**src/rtl/cbus_arbiter_pkg.sv**
```systemverilog
// Shared cbus request/response types and arbiter state encoding.
// Purely declarative: no latency, no backpressure of its own.
package cbus_arbiter_pkg;

    typedef enum logic [3:0] {
        MLEN1  = 4'd0,
        MLEN2  = 4'd1,
        MLEN4  = 4'd3,
        MLEN8  = 4'd7,
        MLEN16 = 4'd15
    } cbus_len_t;

    typedef enum logic [2:0] {
        MSIZE1 = 3'd0,
        MSIZE2 = 3'd1,
        MSIZE4 = 3'd2
    } cbus_size_t;

    typedef struct packed {
        logic       valid;
        logic       is_write;
        cbus_size_t size;
        logic [31:0] addr;
        logic [3:0]  strobe;
        logic [31:0] data;
        cbus_len_t   len;
    } cbus_req_t;

    typedef struct packed {
        logic        ready;
        logic        last;
        logic [31:0] data;
    } cbus_resp_t;

    typedef enum logic {
        IDLE = 1'b0,
        BUSY = 1'b1
    } arb_state_t;

    localparam int ARB_MAX_REQ = 8;

    // Grant index width; at least one bit so a single port still has a legal index.
    function automatic int arb_idx_bits(input int n);
        return (n > 1) ? $clog2(n) : 1;
    endfunction

endpackage

```
**src/rtl/cbus_arbiter_pick.sv**
```systemverilog
// Combinational winner selection for cbus_arbiter; zero latency, never stalls.
// CBUS_ARB_ROUND_ROBIN_EN selects round-robin, otherwise highest valid index wins.
module cbus_arb_pick
    import cbus_arbiter_pkg::*;
#(
    parameter int NUM_REQ  = 2,
    parameter int IDX_BITS = arb_idx_bits(NUM_REQ)
) (
    input  logic [NUM_REQ-1:0]  i_valid,
    input  logic [IDX_BITS-1:0] i_last_grant,
    output logic [IDX_BITS-1:0] o_winner,
    output logic                o_any_valid
);

    assign o_any_valid = |i_valid;

`ifdef CBUS_ARB_ROUND_ROBIN_EN
    logic [IDX_BITS-1:0] w_k;
    logic                w_found;

    // Walk NUM_REQ slots starting just after the previous owner; the previous
    // owner itself is visited last, so it only wins when nobody else asks.
    always_comb begin
        o_winner = '0;
        w_found  = 1'b0;
        w_k      = '0;
        for (int i = 1; i <= NUM_REQ; i++) begin
            w_k = IDX_BITS'((int'(i_last_grant) + i) % NUM_REQ);
            if (!w_found && i_valid[w_k]) begin
                o_winner = w_k;
                w_found  = 1'b1;
            end
        end
    end
`else
    logic [IDX_BITS-1:0] w_unused_last_grant;
    assign w_unused_last_grant = i_last_grant;

    always_comb begin
        o_winner = '0;
        for (int i = 0; i < NUM_REQ; i++) begin
            if (i_valid[i]) begin
                o_winner = IDX_BITS'(i);
            end
        end
    end
`endif

endmodule

```
**src/rtl/cbus_arbiter.sv**
```systemverilog
// Shares one cbus among NUM_REQ caches; 1-cycle arbitration, grant locked for the burst.
// Losers see zero responses and stall; CBUS_ARB_ROUND_ROBIN_EN selects round-robin.
module cbus_arbiter
    import cbus_arbiter_pkg::*;
#(
    parameter int NUM_REQ = 2
) (
    input  logic       clk,
    input  logic       resetn,
    input  cbus_req_t  ireqs  [NUM_REQ],
    output cbus_resp_t iresps [NUM_REQ],
    output cbus_req_t  oreq,
    input  cbus_resp_t oresp,
    output logic       busy
);

    localparam int IDX_BITS = arb_idx_bits(NUM_REQ);

    arb_state_t          r_state;
    logic [IDX_BITS-1:0] r_index;
    logic [IDX_BITS-1:0] r_last_grant;

    logic [NUM_REQ-1:0]  w_valid;
    logic [IDX_BITS-1:0] w_winner;
    logic                w_any_valid;
    logic                w_active;
    cbus_req_t           w_gnt_req;

    for (genvar g = 0; g < NUM_REQ; g++) begin : g_valid
        assign w_valid[g] = ireqs[g].valid;
    end

    cbus_arb_pick #(
        .NUM_REQ  (NUM_REQ),
        .IDX_BITS (IDX_BITS)
    ) u_pick (
        .i_valid      (w_valid),
        .i_last_grant (r_last_grant),
        .o_winner     (w_winner),
        .o_any_valid  (w_any_valid)
    );

    assign w_gnt_req = ireqs[r_index];

    // Gating with resetn keeps the bus quiet in the very cycle reset is asserted,
    // before the state register has had a chance to fall back to IDLE.
    assign w_active = resetn && (r_state == BUSY);
    assign busy     = w_active;
    assign oreq     = w_active ? w_gnt_req : '0;

    for (genvar g = 0; g < NUM_REQ; g++) begin : g_resp
        assign iresps[g] = (w_active && (r_index == IDX_BITS'(g))) ? oresp : '0;
    end

    // Every exit from BUSY lands in IDLE for at least one cycle, which is the
    // bubble that lets the finishing requester drop valid before re-arbitration.
    always_ff @(posedge clk) begin
        if (!resetn) begin
            r_state      <= IDLE;
            r_index      <= '0;
            r_last_grant <= IDX_BITS'(NUM_REQ - 1);
        end else begin
            case (r_state)
                IDLE: begin
                    if (w_any_valid) begin
                        r_index <= w_winner;
                        r_state <= BUSY;
                    end
                end
                BUSY: begin
                    if (oresp.ready && oresp.last) begin
                        r_state      <= IDLE;
                        r_last_grant <= r_index;
                    end else if (!w_gnt_req.valid) begin
                        r_state <= IDLE;
                    end
                end
                default: r_state <= IDLE;
            endcase
        end
    end

endmodule

```
**config.mk**
```make
export PLATFORM = sky130hd
export DESIGN_NAME = cbus_arbiter
export DESIGN_NICKNAME = d
export VERILOG_FILES = /design/src/rtl/cbus_arbiter_pkg.sv /design/src/rtl/cbus_arbiter_pick.sv /design/src/rtl/cbus_arbiter.sv
export SDC_FILE = /design/constraint.sdc
export NUM_CORES = 1
export LEC_CHECK = 0
export ABC_AREA = 1
export CAP_MARGIN = 20
export CORE_AREA = 2 2 130 132
export CTS_CLUSTER_SIZE = 10
export DETAILED_ROUTE_END_ITERATION = 8
export DIE_AREA = 0 0 132 134
export GPL_ROUTABILITY_DRIVEN = 1
export PLACE_DENSITY = 0.48
export SLEW_MARGIN = 40
export SYNTH_ARGS = -nofsm -noshare
export SYNTH_HDL_FRONTEND = slang
export SYNTH_SLANG_ARGS = --single-unit
```
**constraint.sdc**
```tcl
create_clock -name clk -period 2.4 [get_ports clk]
set_input_delay 0.48 -clock clk [delete_from_list [all_inputs] [get_ports clk]]
set_output_delay 0.48 -clock clk [all_outputs]
set_load 0.01 [all_outputs]
```
==> run summary <==
The CTS clock-pin slew for the worst setup and hold paths came out at 0.03 ns. The number of clock sinks came out at 2. In this run the standard cell core region covers 16290 sq um. The number of buffers on the longest clock path came out at 2. In this run the clock root is driven by a clkbuf_16. The final number of max-transition violations is 0.

The cell area power density came out at 202.9 nW/um^2. The number of fillers in the final layout came out at 1797. The post-synth net total is 572. The CTS tree is yes. For the worst setup path, the data required time is 1.92 ns. The clock tree skew after final layout came out at 0.001656 ns. The relative area change from synthesis to final layout came out at 206.8%.

Across all layers, the routed design uses around 3600 vias. The shortest period the worst path allows came out at 2.331 ns. The final count of negative-setup-slack endpoints is 0. The port buffer count came out at about 340. The number of placed I/O pins came out at 336.

The last weighted congestion value of the routability-driven placer came out at 0.8535. The die height is 134 microns. The register bit total from synthesis is 2. The number of nets in the layout came out at between 900 and 1000. The setup path with the least slack is of type in -> out. The worst setup path is captured at an output pin. The row count came out at 47.

Setup repair after global routing could not meet its margin everywhere. The via count of the first global-routing pass is 3592. After detailed routing, the average wire length per cell comes to between 10 and 15 microns. The number of antenna diodes came out at 0. The insertion delay of the later-clocked pin in the worst-skew pair came out at about 0.22 ns. At the pin with the least slew margin, the transition time is 0.2719 ns. The cell count after synthesis came out at ~380.

Among all cell types in the netlist, the one instantiated most often is nand2_1. After detailed routing, the number of vias per cell comes to 3.919. The top-area cell type share of the netlist area came out at 32.22%. By count the netlist is led by nand2_1, a21oi_1, nor2_1. The setup TNS came out at 0 ns. After detailed placement, the design holds a cell count of 927. The number of flops mapped to enable cells by yosys came out at 0.

The total setup buffers inserted after CTS is 0. The final setup slack of the worst path came out at 0.06888 ns. The sequential element share of the synthesized area is under 10%.

The run finished with clean final reports. Once layout is complete, the cells apart from fillers number 930. The synthesis warning total is 0. Summed over all instances, the cell type with the most area after synthesis is nand2_1. The number of CTS-inserted buffers came out at 3.

The initial utilization of the core area, before any placement, comes to approximately a tenth. In this run the worst hold path is classified as reg -> reg. Entering global routing, the biggest net connects 36 pins. The post-route fraction of the period consumed by the critical path came out at 97.13%. The max-cap check violation count came out at 0. The maximum achievable frequency is 429.0 MHz. The post-placement worst setup slack is -0.3598 ns. In the routed design, unresolved DRC markers number 0. The standby leakage power came out at 2.849 nW. The maximum fanout encountered on the critical timing path came out at 27.

The final layout contains routed wiring with a total length of 12550 microns. Once detail routing completed, the nets flagged for antenna violations numbered 0. The global-route wire length before repair came out at about 19000 microns. For this block, the initial DRC count from the detailed router was 114.

Summed over all layers, the global routing overflow is 0. Across the VDD grid, the largest voltage drop is around 0.16 mV. The async set-reset flop share out of synthesis is 0%. In the synthesized netlist the dominant register cell turns out to be dfxtp_1. The die outline width came out at 132 microns. After synthesis, the netlist uses 15 different library cells. The total global-route track usage is approximately an eighth.

The first-pass iteration count of the detailed router came out at 4. In this run the tightest slew margin relative to its limit is 81.87%. The setup slack of the worst register-to-register path is 1.30 ns. The mapped cell area came out at about 1700 sq um. The die area came out at about 18000 sq um. The worst endpoint data arrival time came out at approximately 1.9 ns. A synthesized cell averages between 4 and 5 sq um. The worst setup path is launched from a primary input. The proportion of layout cells with a drive suffix above 1 is under 10%.

The initial antenna violation count was 1. Sorting the synthesized cells by area gives the leading types as nand2_1, a21oi_1, nor2_1, inv_1, buf_2. The HPWL after detailed placement is 10480 microns. The H-tree depth came out at 1. The final number of hold-violating endpoints is 0.
[per-layer routing]
| layer | vias to the layer above | share of wire [%] | wire [microns] | global-route usage [%] |
|---|---|---|---|---|
| met3 | 24 | 9.0 | 1134 | 3.893 |
| met4 | 2 | 2.5 | 318 | 4.348 |
| met5 | - | 0.10 | 13 | 0 |
| met2 | 209 | 52 | 6579 | 25.90 |
| met1 | 1595 | 36 | 4500 | 13.31 |
| li1 | 1815 | - | - | - |
[through the flow]
| step | utilization [%] | total power [mW] | hold WS (ns) | instance area (sq um) |
|---|---|---|---|---|
| 2_1_floorplan | - | 0.3310 | 0.5210 | 1724 |
| 3_3_place_gp | 33.05 | 0.8857 | 0.5941 | 5384 |
| 3_5_place_dp | 33.05 | 0.8900 | 0.5742 | 5384 |
| 4_1_cts | 32.44 | 1.087 | 0.5809 | 5285 |
| 5_1_grt | 32.48 | 1.151 | 0.6097 | 5290 |
| 6_report | 32.48 | 1.073 | 0.5671 | 5290 |
[flip-flops by register name (all words and copies together) (netlist names)]
name and cells:
r_index 1, r_state 1
[area by class of cell]
class / count / area [sq um] / share of cell area (%)
multi-input combinational: 310 / 1354 / 25.59
timing repair buffer: 356 / 3396 / 64.19
tap: 220 / 275.3 / 5.203
inverter: 39 / 148.9 / 2.815
clock buffer: 3 / 75.07 / 1.419
sequential: 2 / 41.29 / 0.7805
[final timing paths]
check | from | endpoint | cells after the start
worst max-delay path | resetn | oreq[52] | 6
worst min-delay path | r_state$_SDFF_PN0_ | r_index$_SDFFE_PN0P_ | 3
worst max register to register | r_index$_SDFFE_PN0P_ | r_state$_SDFF_PN0_ | 6
worst min register to register | r_state$_SDFF_PN0_ | r_index$_SDFFE_PN0P_ | 3
[power by group]
| group | switching [mW] | leakage (nW) | internal [mW] | total [mW] |
|---|---|---|---|---|
| clock | 0.0358 | 0.0370 | 0.212 | 0.248 |
| combinational | 0.331 | 2.79 | 0.453 | 0.784 |
| sequential | 0.00441 | 0.0170 | 0.0368 | 0.0412 |
[worst max-delay path, stage by stage]
cell             delay [ns]
clkdlybuf4s50_1        0.49
nand2_2                0.09
buf_4                  0.16
buf_6                  0.18
a21oi_1                0.15
dlygate4sd2_1          0.28
[placed cells by master, fill, tap and decap left out]
master and instances:
buf_12 6, dfxtp_1 1, nand2_2 12, nor2_1 68, buf_6 1, nor2_2 1
a21oi_2 15, inv_2 2, inv_1 36, clkbuf_2 6, clkdlybuf4s50_1 190, inv_4 1
a21oi_1 65, dlygate4sd2_1 131, clkdlybuf4s15_1 8, buf_4 14, clkbuf_16 3, nand2_1 148
dfxtp_2 1, o21ai_0 1
[cell families (layout without fill, tap and decap cells)]
group / count (synthesis) / count (layout) / share of synthesized area (%)
AO/OA/AOI/OAI: 81 / 81 / 25.69
buffers and inverters: 70 / 398 / 20.39
flip-flops: 2 / 2 / 2.322
AND/OR/NAND/NOR: 229 / 229 / 51.60
[timing repair]
| item | in CTS | in global routing |
|---|---|---|
| resized for setup | 147 | 25 |
| hold endpoints to repair | 0 | 0 |
| hold buffers | 0 | 0 |
| setup endpoints to repair | 145 | 25 |
(Power assumes the default switching activity.)
==> RTL edit 1: new RTL, config.mk and constraints unchanged <==
`NUM_REQ` is set to 2 in 2 places; all go to 1.
--- a/src/rtl/cbus_arbiter_pick.sv
+++ b/src/rtl/cbus_arbiter_pick.sv
@@ -5,3 +5,3 @@
 #(
-    parameter int NUM_REQ  = 2,
+    parameter int NUM_REQ  = 1,
     parameter int IDX_BITS = arb_idx_bits(NUM_REQ)
--- a/src/rtl/cbus_arbiter.sv
+++ b/src/rtl/cbus_arbiter.sv
@@ -5,3 +5,3 @@
 #(
-    parameter int NUM_REQ = 2
+    parameter int NUM_REQ = 1
 ) (
Ports: changed (resized ireqs and iresps); port bits go from 336 to 225. The function was not compared with the original's and may differ.
==> RTL edit 1 against the original RTL <==
- die area unchanged
- global-route usage decreased by 6.7 points
- wire length decreased by 50%
- synthesized area decreased by 29%
- design area decreased by 29%
- largest power group unchanged
- critical endpoint is now oreq[24]
- sequential cell count decreased by 1
- total power decreased by 57%
- setup slack improved by 140 ps
==> RTL edit 1: results (changes against the original RTL) <==
status finished clean; Layout Cells excl Fill 684 (-26%); number of global-route vias before repair 1914 (-47%); number of fillers in the final layout 1775 (-1.2%); peak supply drop 0.08727 mV (-46%); hold crit path type reg -> reg; Synth Instances 242 (-37%); switching portion of total power 33.72% (-0.87 points); first-pass GRT wire length 9.646 mm (-49%); Area after DPL 3674 um^2 (-32%); GR Util All Layers 6.508% (-6.7 points); library cells used by synthesis 9 (-6); Slew @ Worst Pin 226.6 ps (-45.31 ps); synth cell count leaders 114 x inv_1, 79 x nor2_2, 32 x nor2_1, 7 x buf_8; Post-CTS Resized 3 (-98%); NumNets Final 579 (-36%); final wirelength 6.335 mm (-50%); Seq. pwr 19.3 uW (-53%); largest net degree at the start of global routing 35 (-2.8%); Place WS -111.0 ps (+248.8 ps); Arrival @ worst endpoint 1710 ps (-140 ps); DR vias/cell 2.949 (-25%); Mapped Nets 355 (-38%); port buffer count 224 (-33%); Fin Clk Skew 0 ps (-1.656 ps); worst-skew pair later-pin latency 0 ps (-220 ps); gpl congestion 0.7459 (-13%); Detail Placement HPWL 5.129 mm (-51%); final core occ 23.20% (-9.3 points); initial antenna violation count 0 (-1); Crit Reg-Reg Startpoint r_state; 1st-iter DRT viols 26 (-77%); synth top area cells nor2_2 40%, inv_1 35%, nor2_1 9.8%; pwr/cell area 123.0 nW/um^2 (-39%); Clk pin slew, worst setup/hold paths 0 ps (-30 ps); CP Max Fanout 25 (-7.4%)
[RTL edit 1: area by class of cell]
class	count	share of cell area, %
repair buffers	233	63.82
multi-input cells	116	17.05
inverters	114	11.32
well taps	220	7.282
flip-flops and latches	1	0.5296
[RTL edit 1: per-layer routing]
| layer | global-route usage [%] | wire, um |
|---|---|---|
| met5 | 0 | 0 |
| met4 | 0 | 0 |
| met3 | 1.587 | 686 |
| met2 | 13.25 | 3275 |
| met1 | 7.153 | 2373 |
[RTL edit 1: cells by family after synthesis]
logic type	after synthesis	share of synthesized area, %
DFF	1	1.639
buffers and inverters	126	46.72
and+or+nand+nor	115	51.64
[RTL edit 1: path summary, 6_finish.rpt]
path	endpoint	slack [ps]	cells past startpoint
worst max-delay path	oreq[24]	210	5
worst min-delay path	r_state	540	3
worst max register to register	r_state	1720	3
worst min register to register	r_state	540	3
[RTL edit 1: critical path, stage by stage]
cell             delay (ps)
clkbuf_2                140
nand2_4                 100
bufbuf_16               330
nor2_1                  100
clkdlybuf4s50_1         550
==> RTL edit 2: new RTL, config.mk and constraints unchanged <==
Made on the original files. Make the reset (`resetn`) asynchronous in one clocked block.
--- a/src/rtl/cbus_arbiter.sv
+++ b/src/rtl/cbus_arbiter.sv
@@ -56,3 +56,3 @@
     // bubble that lets the finishing requester drop valid before re-arbitration.
-    always_ff @(posedge clk) begin
+    always_ff @(posedge clk or negedge resetn) begin
         if (!resetn) begin
Formal check against the unedited RTL: same outputs for any inputs over 10 cycles, from zero or initial values and one cycle with resetn low; that may be too few to reach the edited logic, so the function may still have changed.
==> RTL edit 2 against the original RTL <==
- wire length is 0.91% lower
- clock skew is 1.7 ps higher
- synthesized area is 6.2% higher
- largest cell class unchanged
- sequential share of layout area is 0.16 points higher
- setup slack worse by 11 ps
- design area is 3.2% higher
- sequential cell count stayed put
- first-iteration DRC count is 29% lower
- global-route usage is 0.25 points lower
- die area stayed put
Power is not compared: it rests on default switching activity, and its combinational part moved more than twofold at a synthesized area within 25%.
==> RTL edit 2: results (changes against the original RTL) <==
Largest regs r_index x1, r_state x1; Sequential cell area 51.30 um^2 (+24%); synth top area cells nand2_1 29%, a21oi_2 14%, nor2_1 14%; inverters 37 (-5.1%); GR Util All Layers 12.98% (-0.25 points); capturing point of the worst reg2reg path r_state; Fin Clk Skew 3.339 ps (+1.683 ps); number of global-route vias before repair 3625 (+0.92%); CTS sink cnt 2 (unchanged); first-pass GRT wire length 18.53 mm (-1.1%); status finished clean; 1st-iter DRT viols 81 (-29%); Mapped Nets 570 (-0.35%); Data buffer area share 63.49% (-0.70 points); CP Max Fanout 4 (-85%); DR vias/cell 3.874 (-1.2%); Non-CTS buffers 357 (+0.28%); Place WS -255.3 ps (+104.5 ps); largest net degree at the start of global routing 66 (+83%); fraction of area in multi-input gates 26.45% (+0.86 points); gpl congestion 0.8700 (+1.9%); met3 wire len 1.272 mm (+12%); share of post-route cells with drive strength above 1 11.69% (+3.0 points); Slew @ Worst Pin 281.5 ps (+9.579 ps); Post-CTS Resized 147 (unchanged); Multi-input gate area 1444 um^2 (+6.7%); FF-to-FF path depth 5 (-1); largest stage delay on the critical path 580 ps (+90 ps); met1 Track Usage GR 13.17% (-0.14 points); synth cell count leaders 141 x nand2_1, 68 x nor2_1, 48 x a21oi_1, 35 x inv_1, 30 x a21oi_2; hold crit path type in -> async; number of fillers in the final layout 1789 (-0.45%); drt first pass iters 5 (+1); Post-synth top flop dfrtp_1; met2 WL 6.403 mm (-2.7%); Post-synth ARST share 100.0% (+100 points); Detail Placement HPWL 10.58 mm (+0.97%); Crit Reg-Reg Startpoint r_index; Met1 Routed Length 4.581 mm (+1.8%); Layout clock buffers 4 (+1); met3 Use GR 4.346% (+0.45 points); Area after DPL 5552 um^2 (+3.1%); grt met2 use 25.52% (-0.38 points); NumNets Final 901 (-0.11%); clk tree area frac 1.444% (+0.025 points); wire length per cell 13.37 um (-0.91%); Seq/Total Area, Yosys 2.732% (+0.41 points); DR top layer met4; Clk pin slew, worst setup/hold paths 30 ps (about the same); initial antenna violation count 0 (-1)
RTL edit 2: changes by cell type after synthesis, sizes merged:
cell | unedited run | this run
nand2 | 160 | 163
a21oi | 80 | 78
dfrtp | 0 | 2
dfxtp | 2 | 0
inv | 39 | 37
buf | 28 | 27
clkbuf | 3 | 4
nor2 | 69 | 68
RTL edit 2: kinds of logic (layout without fill, tap and decap cells):
kind of cell / after synthesis / after routing / synth area share [%]
simple gates: 231 / 231 / 50.34
compound gates: 79 / 79 / 27.73
buf+inv: 68 / 398 / 19.19
flops: 2 / 2 / 2.732
RTL edit 2: worst reg2reg max path, cell delays in order, from the launching register on:
cell,delay [ps]
dfrtp_2,420
buf_12,290
nand2_1,120
nand2_1,90
nand2_1,50
nand2_1,70
RTL edit 2: worst max-delay path by stage:
stage / end / cells past startpoint / startpoint / slack, ps
3_5_place_dp: iresps[13] / 7 / resetn / -260
2_1_floorplan: iresps[10] / 5 / resetn / 800
5_1_grt: iresps[12] / 7 / resetn / 2
4_1_cts: iresps[18] / 7 / resetn / 40
3_3_place_gp: iresps[13] / 7 / resetn / -240
6_report: busy / 5 / resetn / 60
RTL edit 2: power by group:
group          internal (mW)  switching [mW]
clock network          0.219          0.0428
registers             0.0532          0.0283
logic                   1.32            1.63
total                   1.60            1.70
RTL edit 2: through the flow:
stage | setup TNS (ps) | hold slack [ps] | utilization (%) | power [mW] | cells
floorplan | 0 | 184.4 | - | 1.685 | 380
global placement | -21130 | 685.6 | 34.08 | 3.411 | 926
detailed placement | -20910 | 680.4 | 34.08 | 3.420 | 926
CTS | 0 | 609.6 | 33.49 | 3.364 | 930
global route | 0 | 624.6 | 33.51 | 3.581 | 930
finish | 0 | 603.1 | 33.51 | 3.293 | 930
